==> config.mk <==
export PLATFORM = sky130hd
export DESIGN_NAME = wb_commit_arbiter
export DESIGN_NICKNAME = d
export VERILOG_FILES = /design/src/rtl/wb_pkg.sv /design/src/rtl/wb_src_fifo.sv /design/src/rtl/wb_commit_arbiter.sv
export SDC_FILE = /design/constraint.sdc
export NUM_CORES = 1
export LEC_CHECK = 0
export BUFFER_PORTS_ARGS = -buffer_cell sky130_fd_sc_hd__buf_2
export CORE_MARGIN = 4
export CORE_UTILIZATION = 53
export DETAILED_ROUTE_END_ITERATION = 8
export PLACE_DENSITY = 0.75
export SETUP_SLACK_MARGIN = 0.2
export SLEW_MARGIN = 20
export SYNTH_ARGS = -nofsm -noshare
export SYNTH_HDL_FRONTEND = slang
export SYNTH_HIERARCHICAL = 1
export SYNTH_SLANG_ARGS = --single-unit
export TNS_END_PERCENT = 20
==> constraint.sdc <==
create_clock -name clk -period 4 [get_ports clk]
set_clock_uncertainty 0.2 [all_clocks]
set_input_delay 0.2 -clock clk [delete_from_list [all_inputs] [get_ports clk]]
set_output_delay 0.2 -clock clk [all_outputs]
set_load 0.01 [all_outputs]
==> src/rtl/wb_pkg.sv <==
// Shared definitions for the writeback commit unit.
//   - OP_* opcode constants (RISC-V opcode[6:2] encoding)
//   - wb_entry_t: a queued regfile write {int_we, fp_we, rd, data} at default widths
//   - wb_decode(): op -> {int_we, fp_we, sel_mem}
package wb_pkg;

  localparam int unsigned WB_OP_W = 5;
  localparam int unsigned WB_RD_W = 5;
  localparam int unsigned WB_XLEN = 32;

  localparam logic [WB_OP_W-1:0] OP_I_LOAD  = 5'b00000;
  localparam logic [WB_OP_W-1:0] OP_FLW     = 5'b00001;
  localparam logic [WB_OP_W-1:0] OP_I_ARITH = 5'b00100;
  localparam logic [WB_OP_W-1:0] OP_AUIPC   = 5'b00101;
  localparam logic [WB_OP_W-1:0] OP_S_STORE = 5'b01000;
  localparam logic [WB_OP_W-1:0] OP_FSW     = 5'b01001;
  localparam logic [WB_OP_W-1:0] OP_RM_TYPE = 5'b01100;
  localparam logic [WB_OP_W-1:0] OP_LUI     = 5'b01101;
  localparam logic [WB_OP_W-1:0] OP_FTYPE   = 5'b10100;
  localparam logic [WB_OP_W-1:0] OP_BRANCH  = 5'b11000;
  localparam logic [WB_OP_W-1:0] OP_JALR    = 5'b11001;
  localparam logic [WB_OP_W-1:0] OP_JAL     = 5'b11011;
  localparam logic [WB_OP_W-1:0] OP_CSR     = 5'b11100;

  typedef struct packed {
    logic               int_we;
    logic               fp_we;
    logic [WB_RD_W-1:0] rd;
    logic [WB_XLEN-1:0] data;
  } wb_entry_t;

  typedef struct packed {
    logic int_we;
    logic fp_we;
    logic sel_mem;
  } wb_dec_t;

  function automatic wb_dec_t wb_decode(input logic [WB_OP_W-1:0] op);
    wb_dec_t d;
    d = '0;
    case (op)
      OP_LUI, OP_AUIPC, OP_JAL, OP_JALR, OP_I_ARITH, OP_RM_TYPE, OP_CSR: d.int_we = 1'b1;
      OP_I_LOAD: begin
        d.int_we  = 1'b1;
        d.sel_mem = 1'b1;
      end
      OP_FTYPE: d.fp_we = 1'b1;
      OP_FLW: begin
        d.fp_we   = 1'b1;
        d.sel_mem = 1'b1;
      end
      default: d = '0;
    endcase
    return d;
  endfunction

endpackage

==> src/rtl/wb_src_fifo.sv <==
// Per-source writeback FIFO.
// Ports: clk, rst (sync, active-high), push/wdata, pop/rdata (head), full, empty, count.
// Push and pop may happen in the same cycle; callers never push while full.
module wb_src_fifo
  import wb_pkg::*;
#(
  parameter int unsigned DEPTH   = 2,
  parameter type         entry_t = wb_entry_t,
  localparam int unsigned PTR_W  = $clog2(DEPTH),
  localparam int unsigned CNT_W  = PTR_W + 1
) (
  input  logic             clk,
  input  logic             rst,
  input  logic             push,
  input  entry_t           wdata,
  input  logic             pop,
  output entry_t           rdata,
  output logic             full,
  output logic             empty,
  output logic [CNT_W-1:0] count
);

  entry_t             mem [DEPTH];
  logic [PTR_W-1:0]   wr_ptr_q;
  logic [PTR_W-1:0]   rd_ptr_q;
  logic [CNT_W-1:0]   count_q;

  // Power-of-two depth: pointers wrap by natural overflow.
  always_ff @(posedge clk) begin
    if (rst) begin
      wr_ptr_q <= '0;
      rd_ptr_q <= '0;
      count_q  <= '0;
    end else begin
      if (push) wr_ptr_q <= wr_ptr_q + PTR_W'(1);
      if (pop)  rd_ptr_q <= rd_ptr_q + PTR_W'(1);
      count_q <= count_q + CNT_W'(push) - CNT_W'(pop);
    end
  end

  always_ff @(posedge clk) begin
    if (push) mem[wr_ptr_q] <= wdata;
  end

  assign rdata = mem[rd_ptr_q];
  assign full  = (count_q == CNT_W'(DEPTH));
  assign empty = (count_q == '0);
  assign count = count_q;

endmodule

==> src/rtl/wb_commit_arbiter.sv <==
// Writeback commit unit: NUM_SRC producers each decode op at enqueue into an
// integer or FP regfile write, queue it in a per-source FIFO, and one winner
// per cycle is committed through registered outputs.
// Ports: clk, rst (sync, active-high); per-source in_valid/in_ready/in_op/in_rd/
//        in_alu/in_mem (source i at slice i); commit outputs wb_we, fwb_we,
//        wb_rd, wb_data, wb_src; busy = any FIFO non-empty (registered).
// Config macro: WB_RR_ARB_EN -> round-robin arbitration; otherwise fixed
//               priority with the lowest source index winning.
module wb_commit_arbiter
  import wb_pkg::*;
#(
  parameter int unsigned NUM_SRC = 2,
  parameter int unsigned XLEN    = 32,
  parameter int unsigned RD_W    = 5,
  parameter int unsigned OP_W    = 5,
  parameter int unsigned DEPTH   = 2,
  localparam int unsigned SRC_W  = (NUM_SRC > 1) ? $clog2(NUM_SRC) : 1
) (
  input  logic                    clk,
  input  logic                    rst,
  input  logic [NUM_SRC-1:0]      in_valid,
  output logic [NUM_SRC-1:0]      in_ready,
  input  logic [NUM_SRC*OP_W-1:0] in_op,
  input  logic [NUM_SRC*RD_W-1:0] in_rd,
  input  logic [NUM_SRC*XLEN-1:0] in_alu,
  input  logic [NUM_SRC*XLEN-1:0] in_mem,
  output logic                    wb_we,
  output logic                    fwb_we,
  output logic [RD_W-1:0]         wb_rd,
  output logic [XLEN-1:0]         wb_data,
  output logic [SRC_W-1:0]        wb_src,
  output logic                    busy
);

  localparam int unsigned CNT_W = $clog2(DEPTH) + 1;

  typedef struct packed {
    logic            int_we;
    logic            fp_we;
    logic [RD_W-1:0] rd;
    logic [XLEN-1:0] data;
  } entry_t;

  entry_t             wdata    [NUM_SRC];
  entry_t             head     [NUM_SRC];
  logic [CNT_W-1:0]   cnt      [NUM_SRC];
  logic [NUM_SRC-1:0] push, pop, full, empty, nonempty, nonempty_nxt;

  logic               grant_valid;
  logic [SRC_W-1:0]   grant_idx;
  entry_t             win;

  for (genvar i = 0; i < NUM_SRC; i++) begin : g_src
    wb_dec_t         dec;
    logic [RD_W-1:0] rd;
    logic            keep;

    assign dec = wb_decode(in_op[i*OP_W +: OP_W]);
    assign rd  = in_rd[i*RD_W +: RD_W];
    // Stores/branches/unknown ops and integer writes to x0 are consumed without storing.
    assign keep = dec.fp_we | (dec.int_we & (rd != '0));

    assign wdata[i] = '{
      int_we: dec.int_we,
      fp_we:  dec.fp_we,
      rd:     rd,
      data:   dec.sel_mem ? in_mem[i*XLEN +: XLEN] : in_alu[i*XLEN +: XLEN]
    };

    assign in_ready[i] = ~full[i];
    assign push[i]     = in_valid[i] & in_ready[i] & keep;
    assign nonempty[i] = ~empty[i];
    assign pop[i]      = grant_valid & (grant_idx == SRC_W'(i));
    // Occupancy after this edge, so busy can be registered alongside the counts.
    assign nonempty_nxt[i] = push[i] | (cnt[i] > CNT_W'(1)) | ((cnt[i] == CNT_W'(1)) & ~pop[i]);

    wb_src_fifo #(
      .DEPTH  (DEPTH),
      .entry_t(entry_t)
    ) u_fifo (
      .clk  (clk),
      .rst  (rst),
      .push (push[i]),
      .wdata(wdata[i]),
      .pop  (pop[i]),
      .rdata(head[i]),
      .full (full[i]),
      .empty(empty[i]),
      .count(cnt[i])
    );
  end

`ifdef WB_RR_ARB_EN
  logic [SRC_W-1:0] ptr_q;
  int unsigned      idx;

  // Search begins one past the last granted source.
  always_comb begin
    grant_valid = 1'b0;
    grant_idx   = '0;
    idx         = 0;
    for (int unsigned k = 1; k <= NUM_SRC; k++) begin
      idx = (32'(ptr_q) + k) % NUM_SRC;
      if (!grant_valid && nonempty[idx]) begin
        grant_valid = 1'b1;
        grant_idx   = SRC_W'(idx);
      end
    end
  end

  always_ff @(posedge clk) begin
    if (rst) begin
      ptr_q <= '0;
    end else if (grant_valid) begin
      ptr_q <= grant_idx;
    end
  end
`else
  // Descending scan so the lowest non-empty index is the last assignment.
  always_comb begin
    grant_valid = 1'b0;
    grant_idx   = '0;
    for (int k = int'(NUM_SRC) - 1; k >= 0; k--) begin
      if (nonempty[k]) begin
        grant_valid = 1'b1;
        grant_idx   = SRC_W'(k);
      end
    end
  end
`endif

  assign win = head[grant_idx];

  always_ff @(posedge clk) begin
    if (rst) begin
      wb_we   <= 1'b0;
      fwb_we  <= 1'b0;
      wb_rd   <= '0;
      wb_data <= '0;
      wb_src  <= '0;
      busy    <= 1'b0;
    end else begin
      wb_we  <= grant_valid & win.int_we;
      fwb_we <= grant_valid & win.fp_we;
      if (grant_valid) begin
        wb_rd   <= win.rd;
        wb_data <= win.data;
        wb_src  <= grant_idx;
      end
      busy <= |nonempty_nxt;
    end
  end

endmodule

After elaboration in Yosys (flattened, before gate mapping)

Memory sizes are Yosys's and may differ from the RTL's. A register that Yosys moved wholly into a read port is not among the register bits.
Index checks and enable logic that the tools add are counted.

Add/subtract/negate cells: 8
$lt $le $gt $ge: 3
Eq/ne operators: 22
Multiplexer cells: 22
Bitwise operators: 24
Reductions and logical operators: 13

Operators with widths:

| kind                                                          | count |
|---|---|
| 2-to-1 mux 39 bit                                             | 3 |
| 2-to-1 mux 32 bit                                             | 2 |
| equality test 5 bit, second input constant                    | 8 |
| equality test 5 x 3 -> 1 bit, second input constant           | 4 |
| equality test 5 x 4 -> 1 bit, second input constant           | 4 |
| 2-to-1 mux 1 bit                                              | 17 |
| OR reduction 8 bit                                            | 2 |
| bitwise AND 1 bit                                             | 12 |
| equality test 5 x 1 -> 1 bit, second input constant           | 2 |
| zero test 5 bit                                               | 2 |
| nonzero test 5 bit                                            | 2 |
| OR reduction 2 bit                                            | 5 |
| OR 1 bit                                                      | 6 |
| inverter 1 bit                                                | 5 |
| adder 1 bit, second input constant                            | 4 |
| adder 2 x 1 -> 2 bit                                          | 2 |
| equality test 2 x 1 -> 1 bit, second input constant           | 2 |
| equality test 2 bit, second input constant                    | 2 |
| greater-than comparator 2 x 1 -> 1 bit, second input constant | 2 |
| zero test 2 bit                                               | 2 |
| subtractor 2 x 1 -> 2 bit                                     | 2 |
| greater-or-equal comparator 2 bit, second input constant      | 1 |
| inverter 1 -> 2 bit                                           | 1 |

Register bits after elaboration: 49
RAM bits: 156
Input port bits: 152
Output and inout bits: 43
Logic and storage cells: 106
Memories kept: 2

Memory list:

| name                | depth | width | rd ports | clocked after memory_dff | wr ports | RTL line          | source |
|---|---|---|---|---|---|---|---|
| g_src[0].u_fifo.mem | 2     | 39    | 1        | 1                        | 1        | wb_src_fifo.sv:23 | `entry_t mem [DEPTH];` |
| g_src[1].u_fifo.mem | 2     | 39    | 1        | 1                        | 1        | wb_src_fifo.sv:23 |  |

Longest topological paths before layout

Gate-level depths: netlist of the first run.

Depth in word-level cells: 9
Mapped depth: 9
Mapped depth without buffers: 8

Hierarchy

The synthesis of the first run kept the hierarchy.

Modules (own cells, without submodules):

| module            | instances | cells an instance | area an instance (um2) | seq. area each (um2) |
|---|---|---|---|---|
| wb_src_fifo       | 2         | 142               | 3076.7                 | 2442.3 |
| wb_commit_arbiter | 1         | 287               | 2723.9                 | 820.8 |

Worst setup path after synthesis of the first run

Ideal clock, no wire load.

Path kind: input -> register
From: input port in_op[4]
To: memory g_src[0].u_fifo/mem[0][0] (netlist name) (enable)
Setup time: 0.440 ns
Arrival: 2.818 ns
Data required time: 3.360 ns
Setup slack: 0.542 ns
Stages on the path: 5
Buffers on the path: 0
Cells stage by stage: nor2b_1 a2111o_1 a21oi_1 o211a_1 nor2b_1

Cells in the longest elaborated chain, start to end: 8
Elaborated cells between the ends (all ways): 19
Those cells by class: eq/ne: 9; mux: 4; bitwise: 3; reduce/logical: 3

Ends and longest elaborated chain:

| what                                                       | RTL line                | source |
|---|---|---|
| from (decl)                                                | wb_commit_arbiter.sv:23 | `input logic [NUM_SRC*OP_W-1:0] in_op,` |
| equality test 5 x 4 -> 1 bit, or another cell as far along | wb_pkg.sv:41            | `case (op)` |
| OR reduction 8 bit (no line)                               | -                       |  |
| 2-to-1 mux 1 bit                                           | wb_pkg.sv:41            |  |
| bitwise AND 1 bit                                          | wb_commit_arbiter.sv:61 | `assign keep = dec.fp_we \| (dec.int_we & (rd != '0));` |
| OR 1 bit *                                                 | wb_commit_arbiter.sv:61 |  |
| bitwise AND 1 bit *                                        | wb_commit_arbiter.sv:71 | `assign push[i] = in_valid[i] & in_ready[i] & keep;` |
| via push[0]                                                | wb_commit_arbiter.sv:47 | `logic [NUM_SRC-1:0] push, pop, full, empty, nonempty, nonempty_nxt;` |
| 2-to-1 mux 1 bit *                                         | wb_src_fifo.sv:42       | `if (push) mem[wr_ptr_q] <= wdata;` |
| 2-to-1 mux 1 bit (implied by the code) *                   | wb_src_fifo.sv:42       |  |
| to (decl)                                                  | wb_src_fifo.sv:23       |  |

Mark *: on every way through the listed nets, which the timed path passes. The rest lies on a longest branch.

==> impl_results.md, run 1 <==
- Total DRC errors in the routed layout: 0
- CP Data Arrival Time: 2950 ps
- Adder-cell share of the synthesized area: 0.564%
- Maximum operating frequency: 342 MHz
- Time the final worst path needs with I/O delays and setup: 2920 ps
- Antenna violations before repair: 0
- First DRT Iteration DRCs: 290
- Max clock buf depth: 3
- Layout overhead on the synthesized area: 36.9%
- Final weighted congestion of routability-driven global placement: 0.806
- Vias after detailed routing: 5882
- Number of synthesized register bits: 207
- Count of final setup violators: 0
- Die outline area: 18900 um2
- Total nets after synthesis: 727
- Via count of the first global-routing pass: 6171
- Post-Syn Instances: 571
- Pwr per Cell Area: 554 nW/um2
- Clock transition at path regs: 60 ps
- Number of antenna repair diodes: 0
- Number of max-cap violations: 0
- Result of the run: finished, final reports clean
- Gates resized, CTS repair: 0
- Max FO, Critical Path: 25
- Mean routed wirelength per cell: 17.7 um
- Worst path required time: 4020 ps
- Fraction of final layout cells sized beyond drive strength 1: 35.8%
- Synthesized-area fraction occupied by ao, oa, aoi and oai cells: 4.44%
- Total gr overflow: 0
- Worst-margin pin slew: 1040 ps
- Count of different cell masters after synthesis: 37
- Fraction of the cycle the final worst path needs: 73.0%
- ANT nets after route: 0
- Hold buffers post-CTS: 144
- TritonCTS clock tree: done
- Number of buffers added on ports: 194
- Hpwl dp: 13.4 mm
- Net count of the finished layout: 1062
- Leading cell type in the layout, fill and taps excluded: sky130_fd_sc_hd__buf_2
- Max-slew headroom at the worst pin: 30.4%
- Clock Latency Late Sink: 490 ps
- Number of rows created at floorplan: 47
- Count of pins over their slew limit: 0
- Count of H-tree levels built during CTS: 1
- Total setup buffers inserted after CTS: 0
- Total Negative Setup Slacks: 0 ps
- Type of the worst setup path: input pin to flop
- GR met1 Demand/Resource: 24.4%
- Synth area leaders: sky130_fd_sc_hd__edfxtp_1 53%, sky130_fd_sc_hd__dfxtp_1 12%, sky130_fd_sc_hd__mux2_2 8.5%
- Pleak: 4.88 nW
- Clock sink total: 207
- Combinational family with the most area after synthesis: multiplexers
- Inserted Clock Buffers: 21
- Pin count of the biggest net entering global routing: 76
- Standard cell core area: 16500 um2
- Register area share after synthesis: 64.3%
- Tightest Hold Check Type: input pin to flop
- RSZ-0062 raised after global routing: false
- Synthesized area per cell: 15.5 um2
- Final worst hold slack: 36.1 ps
- Total detailed-routing wirelength: 20.2 mm
- Starting density of the core: 53.7%
- Post-synthesis share of cell area spent on xor and xnor gates: 0.902%
- Yosys top cell area share: 52.8%
- Layout fillers: 1055
- GRT Resource Usage Total: 21.1%
- Leading area contributor after synthesis: sky130_fd_sc_hd__edfxtp_1
- Most used cells in the layout excluding fill and tap cells: 194 x sky130_fd_sc_hd__buf_2, 156 x sky130_fd_sc_hd__edfxtp_1, 144 x sky130_fd_sc_hd__dlygate4sd3_1
- Wire length of the first global-routing pass: 30.8 mm
- Element type at the critical path start: input pin
- Critical Path End Type: flop
- Top-level port count: 195
- Peak supply drop: 0.470 mV
- Most heavily used metal layer in global routing: met2
- Vias per cell: 5.16
- Hold Vio Cnt, Final: 0
- Mapped Area: 8880 um2
- Clock tree root driver cell: sky130_fd_sc_hd__clkbuf_16
- Pre-Repair DR Iteration Count: 4
- Met3 routing resource usage after global routing: 3.73%
- Share of cell area taken by muxes after synthesis: 23.1%
- Warnings from Yosys: 6
- Routing usage on met2: 40.1%
- Die extent in y: 137 um
- Die Span X: 137 um
- Simple-gate portion of the synthesized area: 3.96%
## logic make-up after synthesis
family | count (synthesis)
flip-flops | 207
XOR/XNOR | 6
adder cells (fa/ha/maj) | 4
AO/OA/AOI/OAI | 53
multiplexers | 180
buffers and inverters | 46
AND/OR/NAND/NOR | 75
## metrics by stage
stage                     instance area, um2  std cells  total power, mW  worst slack, ps  utilization [%]
after global placement                 10000        959             4.71             1340             60.7
after global routing                   12200       1141             7.08             1010             73.6
after detailed placement               10000        959             4.77             1210             60.7
final                                  12200       1141             6.74             1080             73.6
after CTS                              12200       1141             6.79             1080             73.6
after floorplan                         8880        571             4.20              542                -
## worst max-delay path, cell delays in order
cell and delay [ps]:
sky130_fd_sc_hd__dlygate4sd3_1 540, sky130_fd_sc_hd__buf_2 160, sky130_fd_sc_hd__nor4_4 600, sky130_fd_sc_hd__buf_4 430, sky130_fd_sc_hd__mux2_1 380, sky130_fd_sc_hd__dlygate4sd3_1 600
## sequential cells by signal, indices dropped and copies added (netlist names), named ones only
register,flops
wb_rd,5
g_src.u_fifo/mem,156
wb_src,1
wb_we,1
busy,1
g_src.u_fifo/wr_ptr_q,2
g_src.u_fifo/rd_ptr_q,2
wb_data,32
g_src.u_fifo/count,4
fwb_we,1
## cells in the mapped netlist
library cell,n
sky130_fd_sc_hd__edfxtp_1,156
sky130_fd_sc_hd__mux2_2,67
sky130_fd_sc_hd__mux2_1,55
sky130_fd_sc_hd__nor2_1,53
sky130_fd_sc_hd__dfxtp_1,51
sky130_fd_sc_hd__a211oi_1,39
sky130_fd_sc_hd__mux2i_1,38
sky130_fd_sc_hd__mux2_4,20
sky130_fd_sc_hd__inv_1,14
sky130_fd_sc_hd__buf_2,9
sky130_fd_sc_hd__clkbuf_1,8
sky130_fd_sc_hd__nor2b_1,8
sky130_fd_sc_hd__buf_1,5
sky130_fd_sc_hd__buf_4,5
sky130_fd_sc_hd__ha_1,4
sky130_fd_sc_hd__nor3b_1,4
sky130_fd_sc_hd__xnor2_1,4
sky130_fd_sc_hd__a21oi_1,3
sky130_fd_sc_hd__a22oi_1,2
sky130_fd_sc_hd__and2_1,2
sky130_fd_sc_hd__buf_6,2
sky130_fd_sc_hd__buf_8,2
sky130_fd_sc_hd__nand2_1,2
sky130_fd_sc_hd__nor3_1,2
sky130_fd_sc_hd__nor4_2,2
sky130_fd_sc_hd__o21ai_0,2
sky130_fd_sc_hd__xnor3_1,2
sky130_fd_sc_hd__a2111o_1,1
sky130_fd_sc_hd__a31oi_1,1
sky130_fd_sc_hd__a41oi_1,1
sky130_fd_sc_hd__and4b_1,1
sky130_fd_sc_hd__clkbuf_2,1
sky130_fd_sc_hd__o211a_1,1
sky130_fd_sc_hd__o2bb2ai_1,1
sky130_fd_sc_hd__o31a_1,1
sky130_fd_sc_hd__o31ai_1,1
sky130_fd_sc_hd__or4_1,1
## power breakdown
group	total [mW]	switching (mW)	internal, mW
combinational	1.94	0.939	1.00
sequential	2.92	0.281	2.63
clock	1.88	0.759	1.12
## worst paths after layout
check / cells after the start / start / endpoint / slack, ps
max reg2reg: 6 / g_src[1].u_fifo/count[1] / g_src[1].u_fifo/mem[0][36] / 1370
min: 3 / in_op[4] / g_src[0].u_fifo/mem[1][38] / 40
max: 6 / in_op[1] / g_src[0].u_fifo/mem[0][15] / 1080
min reg2reg: 2 / wb_src / wb_src / 270
## routing by layer
| metal | vias to the layer above | part of all wire [%] |
|---|---|---|
| met3 | 37 | 5.5 |
| met1 | 2844 | 39 |
| met2 | 165 | 54 |
| li1 | 2836 | - |
| met4 | 0 | 2.2 |
| met5 | - | 0 |
## final cells by class
class / count / area [um2] / share of cell area [%]
clock inverters: 5 / 31.3 / 0.257
repair buffers: 344 / 2460 / 20.2
inverters: 14 / 52.6 / 0.432
multi-input cells: 318 / 2980 / 24.5
flip-flops and latches: 207 / 5710 / 47.0
clock buffers: 33 / 652 / 5.36
well taps: 220 / 275 / 2.26
No activity file was read; power rests on OpenSTA's default activity.
==> run 2, diff against run 1 <==
--- a/config.mk
+++ b/config.mk
@@ -5,6 +5,7 @@
 export SDC_FILE = /design/constraint.sdc
 export NUM_CORES = 1
 export LEC_CHECK = 0
+export ABC_AREA = 1
 export BUFFER_PORTS_ARGS = -buffer_cell sky130_fd_sc_hd__buf_2
 export CORE_MARGIN = 4
 export CORE_UTILIZATION = 53
==> constraint.sdc (replaced) <==
create_clock -name clk -period 2.7 [get_ports clk]
set_clock_uncertainty 0.2 [all_clocks]
set_input_delay 0.135 -clock clk [delete_from_list [all_inputs] [get_ports clk]]
set_output_delay 0.135 -clock clk [all_outputs]
set_load 0.01 [all_outputs]
==> run 2 against run 1 <==
  * Worst setup slack worse by 680 ps
  * Synthesized cell count grew 28%
  * First-iteration DRC count is 74% higher
  * Die area up 5.2%
  * Cell count grew 15%
  * Count of clock-buffer cells in the layout is 8 lower
  * Clock power is 43% higher
  * Sequential share of layout area down 2.0 points
==> impl_results.md, run 2 <==
- Hpwl dp: 13.6 mm (+1.8%)
- Count of pins over their slew limit: 0 (unchanged)
- Top FF cell, synth: sky130_fd_sc_hd__edfxtp_1
- Total Negative Setup Slacks: 0 ps (unchanged)
- Vias after detailed routing: 6642 (+13%)
- Pin count of the biggest net entering global routing: 43 (-43%)
- Max FO, Critical Path: 32 (+28%)
- Max-slew headroom at the worst pin: 46.5% (+16 points)
- Layout overhead on the synthesized area: 35.6%
- Critical Path End Type: flop
- Top Registers: g_src.u_fifo/mem: 156 flops, wb_data: 32 flops, wb_rd: 5 flops
- Count of final setup violators: 0 (unchanged)
- Mapped Area: 9370 um2 (+5.5%)
- Number of rows created at floorplan: 48 (+2.1%)
- Peak supply drop: 0.584 mV (+24%)
- Total DRC errors in the routed layout: 0 (unchanged)
- Post-Syn Instances: 730 (+28%)
- Synth area leaders: sky130_fd_sc_hd__edfxtp_1 50%, sky130_fd_sc_hd__mux2_4 13%, sky130_fd_sc_hd__dfxtp_1 11%
- Total detailed-routing wirelength: 21.7 mm (+7.1%)
- Synth top cells by count: 156 x sky130_fd_sc_hd__edfxtp_1, 140 x sky130_fd_sc_hd__nand2_1, 82 x sky130_fd_sc_hd__nand3_1, 80 x sky130_fd_sc_hd__mux2_4, 69 x sky130_fd_sc_hd__inv_1
- Clock transition at path regs: 60 ps (about the same)
- Worst path required time: 2720 ps (-1300 ps)
- Die Span X: 141 um (+2.6%)
- Pleak: 5.68 nW (+16%)
- Synthesized area per cell: 12.8 um2 (-17%)
- Total gr overflow: 0 (unchanged)
- Die outline area: 19900 um2 (+5.2%)
- Post-layout util: 73.4% (-0.14 points)
- Register area share after synthesis: 60.9% (-3.4 points)
- Element type at the critical path start: input pin
- Final weighted congestion of routability-driven global placement: 0.803 (-0.37%)
- Largest Register: g_src.u_fifo/mem
- Leading area contributor after synthesis: sky130_fd_sc_hd__edfxtp_1
- Fraction of final layout cells sized beyond drive strength 1: 36.3% (+0.48 points)
- CP Data Arrival Time: 2320 ps (-630 ps)
- Number of synthesized flops with an enable pin: 156 (unchanged)
- Total setup buffers inserted after CTS: 0 (unchanged)
- Pre-Repair DR Iteration Count: 5 (+1)
- Hold Vio Cnt, Final: 0 (unchanged)
- Result of the run: finished, final reports clean
- Clock tree root driver cell: sky130_fd_sc_hd__clkbuf_16
- Largest register FFs: 156 (unchanged)
- Max clock buf depth: 3 (unchanged)
- Maximum operating frequency: 435 MHz
- Count of different cell masters after synthesis: 26 (-30%)
- Clock Latency Late Sink: 480 ps (about the same)
- Number of antenna repair diodes: 0 (unchanged)
- Post-synth ARST share: 0% (unchanged)
- Number of max-cap violations: 0 (unchanged)
- Net count of the finished layout: 1227 (+16%)
- Number of buffers added on ports: 194 (unchanged)
- GRT Resource Usage Total: 21.6% (+0.50 points)
- Time the final worst path needs with I/O delays and setup: 2300 ps
- Die extent in y: 141 um (+2.6%)
- Warnings from Yosys: 6 (unchanged)
- Yosys top cell area share: 50.0% (-2.8 points)
- Leading cell type in the layout, fill and taps excluded: sky130_fd_sc_hd__buf_2
- TritonCTS clock tree: done
- Top-level port count: 195 (unchanged)
- Starting density of the core: 54.2% (+0.45 points)
- Clock sink total: 207 (unchanged)
- Power after layout: 10.0 mW (+49%)
- Pre-CTS worst setup slack: 507 ps (-701 ps)
- Standard cell core area: 17300 um2 (+4.7%)
- RSZ-0062 raised after global routing: false
- Worst-margin pin slew: 801 ps (-242 ps)
- Most repeated cell in the gate-level netlist after synthesis: sky130_fd_sc_hd__edfxtp_1
- ANT nets after route: 0 (unchanged)
- Number of synthesized register bits: 207 (unchanged)
- Inserted Clock Buffers: 20 (-4.8%)
- Pwr per Cell Area: 789 nW/um2 (+42%)
- Via count of the first global-routing pass: 6768 (+9.7%)
- Total nets after synthesis: 886 (+22%)
- Vias per cell: 5.07 (-1.6%)
- Mean routed wirelength per cell: 16.6 um (-6.7%)
- Type of the worst setup path: input pin to flop
- Fraction of the cycle the final worst path needs: 85.2%
- Count of H-tree levels built during CTS: 1 (unchanged)
- First DRT Iteration DRCs: 506 (+74%)
- Tightest Hold Check Type: input pin to flop
- Antenna violations before repair: 0 (unchanged)
- Most used cells in the layout excluding fill and tap cells: 194 x sky130_fd_sc_hd__buf_2, 156 x sky130_fd_sc_hd__edfxtp_1, 146 x sky130_fd_sc_hd__dlygate4sd3_1
- Final Worst Setup Slack: 401 ps (-678 ps)
- Wire length of the first global-routing pass: 34.7 mm (+13%)
==> run 2: changes by cell type after synthesis, moves of 5 or more <==
cell,before,now
sky130_fd_sc_hd__a211oi_1,39,1
sky130_fd_sc_hd__buf_6,2,8
sky130_fd_sc_hd__inv_1,14,69
sky130_fd_sc_hd__mux2_1,55,0
sky130_fd_sc_hd__mux2_2,67,62
sky130_fd_sc_hd__mux2_4,20,80
sky130_fd_sc_hd__mux2i_1,38,0
sky130_fd_sc_hd__nand2_1,2,140
sky130_fd_sc_hd__nand3_1,0,82
sky130_fd_sc_hd__nand4_1,0,6
sky130_fd_sc_hd__nor2_1,53,23
sky130_fd_sc_hd__nor2b_1,8,0
==> run 2: path summary, 6_finish.rpt <==
kind                             from                    endpoint  slack [ps]  cells after the start
max reg2reg  g_src[0].u_fifo/count[1]    g_src[0].u_fifo/count[1]         660                      9
min reg2reg                    wb_src                      wb_src         310                      2
max                          in_op[7]   g_src[1].u_fifo/mem[1][0]         400                      7
min                          in_op[2]  g_src[0].u_fifo/mem[1][37]          20                      4
==> run 2: area by class of cell <==
| class | count | area [um2] |
|---|---|---|
| inverters | 73 | 274 |
| fillers | 1145 | 4600 |
| flip-flops and latches | 207 | 5710 |
| multi-input cells | 416 | 3190 |
| repair buffers | 353 | 2610 |
| clock buffers | 25 | 561 |
| well taps | 225 | 282 |
| clock inverters | 11 | 81.3 |
==> run 2: repair_timing <==
| item | CTS | global route |
|---|---|---|
| gates resized for setup | 0 | 1 |
| hold buffers | 146 | 0 |
| setup endpoints to repair | 0 | 4 |
| endpoints found under the hold margin | 170 | 0 |
==> run 2: report_power, final <==
| group | total [mW] | leakage [nW] | switching (mW) | internal [mW] |
|---|---|---|---|---|
| Combinational | 3.19 | 3.52 | 1.78 | 1.41 |
| Sequential | 4.15 | 1.84 | 0.281 | 3.87 |
| Clock | 2.68 | 0.314 | 1.12 | 1.57 |
| Total | 10.0 | 5.68 | 3.17 | 6.85 |
==> run 2: per-layer routing <==
layer	part of all wire (%)	vias to the layer above	routed length (um)	track usage, %
li1	-	3212	-	-
met1	43	3156	9240	29.7
met2	49	237	10600	36.5
met3	6.2	37	1340	2.51
met4	2.5	0	553	6.63
met5	0	-	0	0
==> run 2: through the flow <==
step                      instance area, um2  hold WS [ps]  std cells
after detailed placement               10600           142       1128
after CTS                              12700          2.55       1310
after global routing                   12700          52.2       1310
final                                  12700          24.8       1310
after global placement                 10600           136       1128
after floorplan                         9370          4.07        730
==> run 2: kinds of logic (layout without fill, tap and decap cells) <==
| logic type | Yosys count | after routing | share of synthesized area [%] |
|---|---|---|---|
| flops | 207 | 207 | 60.9 |
| simple gates | 262 | 262 | 12.3 |
| mux | 142 | 142 | 20.3 |
| buf+inv | 107 | 462 | 5.48 |
| compound gates | 6 | 6 | 0.347 |
| xor+xnor | 2 | 2 | 0.187 |
| fa+ha+maj | 4 | 4 | 0.534 |
==> run 2: critical path, cell delays in order <==
cell                            delay (ps)
sky130_fd_sc_hd__dlygate4sd3_1         520
sky130_fd_sc_hd__buf_2                 110
sky130_fd_sc_hd__inv_1                  90
sky130_fd_sc_hd__nand3b_4               90
sky130_fd_sc_hd__buf_6                 370
sky130_fd_sc_hd__mux2_2                390
sky130_fd_sc_hd__dlygate4sd3_1         590
